<file path="config.mk">
export PLATFORM = sky130hd
export DESIGN_NAME = instruction_fetch_stage
export DESIGN_NICKNAME = d
export VERILOG_FILES = /design/src/rtl/fetch_pkg.sv /design/src/rtl/if_id_register.sv /design/src/rtl/instruction_fetch_stage.sv
export SDC_FILE = /design/constraint.sdc
export NUM_CORES = 1
export LEC_CHECK = 0
export CAP_MARGIN = 20
export CORE_AREA = 2 2 133 135
export DETAILED_ROUTE_END_ITERATION = 7
export DIE_AREA = 0 0 135 137
export MAX_ROUTING_LAYER = met4
export PLACE_DENSITY = 0.88
export SYNTH_ARGS = -nofsm -noshare
export SYNTH_HDL_FRONTEND = slang
export SYNTH_SLANG_ARGS = --single-unit
</file>
<file path="constraint.sdc">
create_clock -name clk -period 6.7 [get_ports clk]
set_clock_uncertainty 0.15 [all_clocks]
set_input_delay 0.67 -clock clk [delete_from_list [all_inputs] [get_ports clk]]
set_output_delay 0.67 -clock clk [all_outputs]
set_load 0.01 [all_outputs]
</file>
<file path="src/rtl/fetch_pkg.sv">
// Shared types and constants for the instruction fetch front end.
package fetch_pkg;

    typedef enum logic [1:0] {
        S_REQ,
        S_WAIT,
        S_DRAIN
    } fetch_state_t;

    localparam logic [31:0]  NOP_INSTR    = 32'h0000_0013;
    localparam int unsigned  DEFAULT_XLEN = 64;

endpackage

</file>
<file path="src/rtl/if_id_register.sv">
// IF/ID pipeline register: holds valid/pc/instr toward decode.
// Flush beats load, and load beats consume.
module if_id_register
    import fetch_pkg::*;
#(
    parameter int unsigned XLEN = DEFAULT_XLEN
) (
    input  logic            clk,
    input  logic            reset,
    input  logic            load,
    input  logic [XLEN-1:0] load_pc,
    input  logic [31:0]     load_instr,
    input  logic            consume,
    input  logic            flush,
    output logic            valid,
    output logic [XLEN-1:0] pc,
    output logic [31:0]     instr
);

    always_ff @(posedge clk or posedge reset) begin
        if (reset) begin
            valid <= 1'b0;
            pc    <= '0;
            instr <= NOP_INSTR;
        end else if (flush) begin
            valid <= 1'b0;
            instr <= NOP_INSTR;
        end else if (load) begin
            valid <= 1'b1;
            pc    <= load_pc;
            instr <= load_instr;
        end else if (consume) begin
            valid <= 1'b0;
            instr <= NOP_INSTR;
        end
    end

endmodule

</file>
<file path="src/rtl/instruction_fetch_stage.sv">
// Fetch stage: PC, request/ack fetch FSM with redirect draining, and the IF/ID register.
module instruction_fetch_stage
    import fetch_pkg::*;
#(
    parameter int unsigned     XLEN     = DEFAULT_XLEN,
    parameter logic [XLEN-1:0] RESET_PC = '0
) (
    input  logic            clk,
    input  logic            reset,
    output logic            imem_req,
    output logic [XLEN-1:0] imem_addr,
    input  logic [31:0]     imem_rdata,
    input  logic            imem_ack,
    output logic            id_valid,
    input  logic            id_ready,
    output logic [XLEN-1:0] id_pc,
    output logic [31:0]     id_instr,
    input  logic            redirect_valid,
    input  logic [XLEN-1:0] redirect_pc
);

    localparam logic [XLEN-1:0] ALIGN_MASK = ~XLEN'(3);

    fetch_state_t    state, state_next;
    logic [XLEN-1:0] pc, pc_next;
    logic            slot_free;
    logic            load, consume, flush;

    assign slot_free = !id_valid || id_ready;
    assign imem_addr = pc & ALIGN_MASK;

    always_comb begin
        imem_req = 1'b1;
        if (state == S_REQ) begin
            imem_req = slot_free && !redirect_valid && !reset;
        end
    end

    always_comb begin
        state_next = state;
        pc_next    = pc;
        load       = 1'b0;
        consume    = id_valid && id_ready;
        flush      = 1'b0;
        if (redirect_valid) begin
            flush   = 1'b1;
            pc_next = redirect_pc & ALIGN_MASK;
            // An in-flight request must still be acked before fetching the target.
            case (state)
                S_WAIT, S_DRAIN: state_next = imem_ack ? S_REQ : S_DRAIN;
                default:         state_next = S_REQ;
            endcase
        end else begin
            case (state)
                S_REQ: begin
                    if (imem_req) begin
                        if (imem_ack) begin
                            load    = 1'b1;
                            pc_next = pc + XLEN'(4);
                        end else begin
                            state_next = S_WAIT;
                        end
                    end
                end
                S_WAIT: begin
                    if (imem_ack) begin
                        load       = 1'b1;
                        pc_next    = pc + XLEN'(4);
                        state_next = S_REQ;
                    end
                end
                S_DRAIN: begin
                    if (imem_ack) begin
                        state_next = S_REQ;
                    end
                end
                default: state_next = S_REQ;
            endcase
        end
    end

    always_ff @(posedge clk or posedge reset) begin
        if (reset) begin
            state <= S_REQ;
            pc    <= RESET_PC;
        end else begin
            state <= state_next;
            pc    <= pc_next;
        end
    end

    if_id_register #(
        .XLEN(XLEN)
    ) u_if_id (
        .clk       (clk),
        .reset     (reset),
        .load      (load),
        .load_pc   (pc),
        .load_instr(imem_rdata),
        .consume   (consume),
        .flush     (flush),
        .valid     (id_valid),
        .pc        (id_pc),
        .instr     (id_instr)
    );

endmodule
</file>
# ---- Yosys cells after proc, flatten, opt, wreduce, memory -nomap -nowiden
# Cells that the tools add are included.
# W data, S select, Z words.
dict set report totals {
  regBits 163
  input_bits 101
  output_inout_bits 162
  wordCells 49
}
dict set report classes {
  add_sub_neg 1
  eq_ne 5
  muxes 23
  n_bitwise 1
  reduce_logical 14
}
# operator count
set ops {}
lappend ops {{$mux W64} 3}
lappend ops {{$pmux W64 S2} 1}
lappend ops {{$mux W32} 3}
lappend ops {{$add A64 B3 Y64 const B} 1}
lappend ops {{$mux W2} 6}
lappend ops {{$mux W1} 8}
lappend ops {{$ne A3 B3 Y1 const B} 2}
lappend ops {{$reduce_bool A3 Y1} 2}
lappend ops {{$pmux W2 S2} 1}
lappend ops {{$reduce_and A2 Y1} 2}
lappend ops {{$logic_and A1 B1 Y1} 3}
lappend ops {{$logic_not A1 Y1} 3}
lappend ops {{$ne A3 B1 Y1 const B} 1}
lappend ops {{$reduce_and A3 Y1} 1}
lappend ops {{$eq A2 B1 Y1 const B} 1}
lappend ops {{$eq A2 B2 Y1 const B} 1}
lappend ops {{$logic_not A2 Y1} 1}
lappend ops {{$pmux W1 S2} 1}
lappend ops {{$reduce_or A2 Y1} 1}
lappend ops {{$logic_or A1 B1 Y1} 1}
lappend ops {{$not A1 Y1} 1}

# ---- Depth between registers and ports, before layout
# Gate-level depths: netlist (run 1).
dict set report logic_depth {
  word_depth 10
  mapped_depth 10
}

# ---- Hierarchy
# Synthesis (run 1) repeated with hierarchy kept, for this count alone.
dict set report hier_totals {
  hier_cells 758
  area_unflattened_um2 7985.2
}
# module instances cells_each area_per_inst_um2
set by_module_without_submodules {}
lappend by_module_without_submodules {instruction_fetch_stage 1 483 4041.4}
lappend by_module_without_submodules {if_id_register 1 275 3943.8}

# ---- Least setup slack after synthesis (run 1)
# No wires, ideal clock.
dict set report synth_timing {
  path_kind {reg-to-reg}
  from {register pc[10]}
  to {register pc[41]}
  t_arrival_ns 2.305
  required_time_ns 6.409
  setup_slack_ns 4.104
  stages_incl_launch_ff 10
  n_path_buf 4
  synth_period_minus_slack_ns 2.596
  cell_sequence {dfrtp_1 -> buf_2 -> and4_1 -> nand4_1 -> or4_1 -> clkbuf_1 -> buf_2 -> buf_2 -> o31ai_1 -> a31oi_1}
}
dict set report synth_between {
  elab_chain_cells 5
}
# element line
set synth_rtl {}
lappend synth_rtl {{from (decl)} instruction_fetch_stage.sv:25} ;# logic [XLEN-1:0] pc, pc_next;
lappend synth_rtl {{from (signal assigned)} instruction_fetch_stage.sv:88} ;# pc <= pc_next;
lappend synth_rtl {{$add A64 B3 Y64 *} {instruction_fetch_stage.sv:59, instruction_fetch_stage.sv:68}}
lappend synth_rtl {{$mux W64 *} {instruction_fetch_stage.sv:57, instruction_fetch_stage.sv:66}}
lappend synth_rtl {{$mux W64} instruction_fetch_stage.sv:56} ;# if (imem_req) begin
lappend synth_rtl {{$pmux W64 S2 *} instruction_fetch_stage.sv:54} ;# case (state)
lappend synth_rtl {{$mux W64 *} instruction_fetch_stage.sv:45} ;# if (redirect_valid) begin
# Every way passes the cells marked *; elsewhere a longest branch is shown, timed or not. The select of a mux whose other input is x is not followed.
# A chain may end at the register's enable or synchronous reset.

# ---- Worst setup path after layout (run 1)
dict set report layout_timing {
  from {input port reset}
  to {register pc[47]}
}
dict set report layout_between {
  elab_chain_cells 5
}
# element line
set layout_rtl {}
lappend layout_rtl {{from (decl)} instruction_fetch_stage.sv:9} ;# input logic reset,
lappend layout_rtl {{$logic_not A1 Y1 (no line)} -}
lappend layout_rtl {{$logic_and A1 B1 Y1} instruction_fetch_stage.sv:35} ;# imem_req = slot_free && !redirect_valid && !reset;
lappend layout_rtl {{$mux W1} instruction_fetch_stage.sv:34} ;# if (state == S_REQ) begin
lappend layout_rtl {{$ne A3 B3 Y1 (no line)} -}
lappend layout_rtl {{$reduce_and A2 Y1 (no line)} -}
# No other way between the ends.

==> out/qor.yml, run 1 <==
status: "complete, no violations"
fin_tns_setup_ps: 0
critPathMaxStageDelay_ps: 930
max-slew-margin-rel: 0.348
design.core.area_mm2: 0.0171
hold_viol_final: 0
grt_pass1_vias: 7015
avgSynthCellArea_um2: 9.08
crit_fanout: 28
p_per_area_mw_per_mm2: 289
dieHeight_um: 137
die_w_um: 135
tritoncts: "yes"
die-area_mm2: 0.0185
peakVddDrop_mv: 0.171
tightest_slew_ps: 979
min_period_ps: 3320
cts_resized: 0
port_buffers: 256
rsz0062_at_grt: "no"
postCtsHoldBufs: 0
htree_levels: 4
synthTopCellsByArea: "dfrtp_1 52%, nand2_1 11%, a22o_1 3.4%"
async_reset_ff_frac: 1.00
num_io_pins: 263
drv_cap: 0
via_per_inst: 5.63
synth_top_area_share: 0.520
arrival_ps: 3510
clock_path_buffers: 2
crit_path_end_kind: "flop"
path_cells: "clkdlybuf4s50_1 -> o31a_1 -> buf_4 -> or4_1 -> or4_1 -> a31oi_1"
seq_area_frac_synth: 0.530
setup.worst_path.class: "in2reg"
drive_gt1_frac: 0.0506
slowest_stage: "or4_1"
finalWeightedCongestion: 0.861
areaGrowthSynthToFinish_pct: 43.7
synth-edff-count: 0
drcViolationCount: 0
grt_pass1_wl_um: 36900
vias: 7283
clkTransAtPathRegs_ps: 60
finalCritPeriodShare: 0.496
synth.distinct_cells: 47
clock_latency_ps: 420
pre_cts_ws_ps: 2950
track_usage: 0.263
antenna_found_initial: 1
nets: 1159
synthFlopType: "dfrtp_1"
p_leak_uw: 0.00451
report.final.slew_viol_count: 0
synth-seq-cells: 159
final_common_cell: "clkdlybuf4s50_1"
startpoint_type: "input pin"
fin_util: 0.633
cts_num_sinks: 159
setup_viol_count_final: 0
grt_max_degree: 107
grt.overflow.total: 0
layout_common_cells: "255 x clkdlybuf4s50_1, 229 x nand2_1, 156 x dfrtp_1"
hp-class: "reg2reg"
synth_area_leader_cell: "dfrtp_1"
syn-instance-count: 827
clockRootBuffer: "clkbuf_16"
layout_setup_ws_ps: 3380
drtIter0Drc: 419
yosysWarnings: 0
worstPathRequired_ps: 6890
start_util: 0.440
drt_first_pass_iters: 4
max_freq_mhz: 301
wl_per_cell_um: 18.3
routed_wl_um: 23600
num_rows: 48
post_cts_buffers: 0
ant_nets: 0
cts-buffers-inserted: 17
synth_area_mm2: 0.00751
dp_hpwl_um: 16000
crit_path_frequent_cell: "or4_1"
critical path, delay by kind of cell:
kind	cells	cell delay [ps]
buf+inv	2	770
compound gates	2	500
simple gates	2	1550
synth_stat cells, types with 8 or more instances:
master,instances
nor4_1,14
nand3_1,36
clkbuf_1,49
nand2_1,229
o31ai_1,16
a22o_1,29
a31oi_1,27
or3_1,10
or4_1,27
inv_1,16
o21ai_0,36
xnor2_1,16
nor2_1,48
dfrtp_1,156
o311ai_0,8
and4_1,9
nand4_1,17
final cells by class:
class,instances,area (µm²)
well taps,225,282
flip-flops and latches,159,3980
clock buffers,19,443
diodes,1,2.50
inverters,16,65.1
repair buffers,263,2610
clock inverters,13,128
fillers,1444,6260
multi-input cells,598,3280
through the flow:
stage               instances  hold slack (ps)  area, µm²  total power [µW]
floorplan                 830              315       7520              1640
global placement         1261              298      10200              2160
detailed placement       1261              307      10200              2190
CTS                      1293              316      10800              3150
global route             1294              338      10800              3290
finish                   1294              315      10800              3120
logic make-up after synthesis:
group / synth area share
compound gates: 0.137
xor+xnor: 0.0187
fa+ha+maj: 0.00500
buf+inv: 0.0390
flops: 0.530
mux: 0.00133
other cells: 0.000499
simple gates: 0.268
flip-flops by register name (all words and copies together), names as in the netlist:
signal         flops
state              2
pc                62
u_if_id.pc        62
u_if_id.valid      1
u_if_id.instr     32
where the power goes:
part           internal [µW]  leakage (µW)  switching, µW  total (µW)
logic                    479       0.00227            393         872
clock network            530      0.000277            421         951
registers               1150       0.00197            149        1300
total                   2160       0.00451            964        3120
routing by layer:
layer  wire [µm]  vias to the layer above  GRT usage
li1            -                     3406          -
met1       10300                     3499      0.351
met2       11000                      342      0.403
met3        1830                       36     0.0552
met4         463                        0     0.0839
met5           0                        -          -
worst paths after layout:
kind,from,to,slack [ps],cells past startpoint
worst min-delay path,u_if_id.instr[4],u_if_id.instr[4],310,2
min in group asynchronous,reset,u_if_id.instr[10],790,2
worst max-delay path,reset,pc[47],3380,6
worst max register to register,state[1],pc[47],3420,7
worst min register to register,u_if_id.instr[4],u_if_id.instr[4],310,2
max in group asynchronous,reset,u_if_id.pc[47],4260,3
No activity file was read; power rests on OpenSTA's default activity.
==> run 2: changes to the inputs <==
Settings changed: CORE_AREA 2 2 133 135 to 2 2 139 141, DIE_AREA 0 0 135 137 to 0 0 141 143, PLACE_DENSITY 0.88 to 0.85.
Clock period 6.7 ns to 2.7 ns, I/O delays scaled along.
==> run 2 against run 1 <==
Compared with the run above:
- core utilization is 1.8 points lower
- critical path depth decreased by 1
- via count grew 4.0%
- clock power rose to 2.7 times the previous value
- combinational power rose to 2.7 times the previous value
- final area up 5.9%
- largest cell class unchanged
==> out/qor.yml, run 2 (synthesized netlist as in run 1, its figures left out) <==
ant_nets: 0
status: "complete, no violations"
start_util: 0.404
grt_max_degree: 84
port_buffers: 256
nFillCells: 1518
crit_fanout: 8
seq_area_mm2: 0.00398
critPathMaxStageDelay_ps: 630
fin_util: 0.615
finalCritPeriodShare: 0.960
nets: 1218
largestRegisters: "pc (62), u_if_id.pc (62), u_if_id.instr (32)"
p_int_uw: 5710
crit_cells: 5
num_rows: 50
pwr-share-clk: 0.320
grt_pass1_wl_um: 39200
drv_cap: 0
layout_common_cells: "255 x clkdlybuf4s50_1, 229 x nand2_1, 156 x dfrtp_1"
drt_first_pass_iters: 5
cp.buffers_inverters: 0
worstPathRequired_ps: 2900
drcViolationCount: 0
slowest_stage: "or4_4"
cts-buffers-inserted: 17
fin_area_mm2: 0.0114
die_w_um: 141
final_common_cell: "clkdlybuf4s50_1"
dieHeight_um: 143
reg2reg_depth: 5
power_frac_comb: 0.288
num_io_pins: 263
max-slew-margin-rel: 0.355
rsz0062_at_grt: "yes"
wl_per_cell_um: 18.1
track_usage: 0.253
tightest_slew_ps: 967
max_freq_mhz: 386
crit_path_end_kind: "flop"
drive_gt1_frac: 0.103
design.core.area_mm2: 0.0186
hp-class: "in2reg"
antenna_found_initial: 2
seq_power_share: 0.392
clock_latency_ps: 430
grt.overflow.total: 0
setup.worst_path.class: "reg2reg"
switching_power_uw: 2370
postCtsHoldBufs: 0
finalWeightedCongestion: 0.950
place_area_mm2: 0.0108
startpoint_type: "flop"
areaGrowthSynthToFinish_pct: 52.2
cts_num_sinks: 159
critPathTopFamily: "simple AND/OR/NAND/NOR gates"
routed_wl_um: 24600
clockRootBuffer: "clkbuf_16"
die-area_mm2: 0.0202
setup_viol_count_final: 0
p_leak_uw: 0.00486
vias: 7571
grt_pass1_vias: 7473
multi_input_area_mm2: 0.00330
hold_viol_final: 0
dp_hpwl_um: 17700
arrival_ps: 2790
swShare: 0.294
min_period_ps: 2590
p_per_area_mw_per_mm2: 707
clkTransAtPathRegs_ps: 60
path_cells: "nand4_2 -> or4_4 -> or4_4 -> or4_1 -> a31oi_1"
clock_path_buffers: 2
tritoncts: "yes"
drtIter0Drc: 521
via_per_inst: 5.55
report.final.slew_viol_count: 0
peakVddDrop_mv: 0.445
htree_levels: 4
crit_path_frequent_cell: "or4_4"
min_path_cells: 3
run 2: changes by cell type in the layout (fill, tap and decap cells not counted), moves of 2 or more:
cell,previous run,this run
bufinv_16,1,4
buf_4,7,56
buf_12,0,8
inv_6,6,2
buf_6,0,2
run 2: worst reg2reg max path: stages (launching register included):
cell and delay [ps]:
dfrtp_1 370, nand4_2 140, or4_4 630, or4_4 550, or4_1 510, a31oi_1 170
run 2: through the flow:
step,std cells,hold slack (ps),power (µW),setup slack [ps],TNS [ps]
floorplan,830,240,4070,104,0
global placement,1327,296,5460,-51.3,-224
detailed placement,1327,308,5530,-81.5,-538
CTS,1360,222,8140,94.9,0
global route,1363,237,8510,-6.58,-6.58
finish,1363,242,8080,108,0
run 2: worst paths after layout:
check | start | endpoint | slack, ps
min in group asynchronous | reset | state[0] | 300
max in group asynchronous | reset | u_if_id.instr[11] | 1330
max reg2reg | pc[21] | pc[48] | 110
max | pc[21] | pc[48] | 110
min | imem_rdata[4] | u_if_id.instr[4] | 240
min reg2reg | u_if_id.instr[0] | u_if_id.instr[0] | 310
run 2: layout make-up:
cell class,count,share of cell area
timing repair buffer,322,0.276
antenna,2,0.000438
sequential,159,0.348
clock inverter,13,0.0162
tap,234,0.0256
multi-input combinational,598,0.289
clock buffer,19,0.0387
inverter,16,0.00558
run 2: what timing repair did:
item / CTS / global route
cloned: 0 / 0
buffers inserted: 1 / 1
resized for setup: 0 / 6
pin swaps: 0 / 3
endpoints found under the setup margin: 1 / 30
run 2: power groups by stage:
stage | Clock, µW | Combinational [µW] | Sequential, µW
after floorplan | 0 | 657 | 3410
after global placement | 0 | 2270 | 3190
after detailed placement | 0 | 2320 | 3200
after CTS | 2630 | 2340 | 3170
after global routing | 2750 | 2530 | 3230
final | 2580 | 2330 | 3170
run 2: per-layer routing:
layer / track usage / vias to the layer above / wire [µm]
met5: - / - / 0
met4: 0.0853 / 0 / 513
met3: 0.0587 / 48 / 2030
met2: 0.399 / 389 / 11700
met1: 0.324 / 3628 / 10400
li1: - / 3506 / -
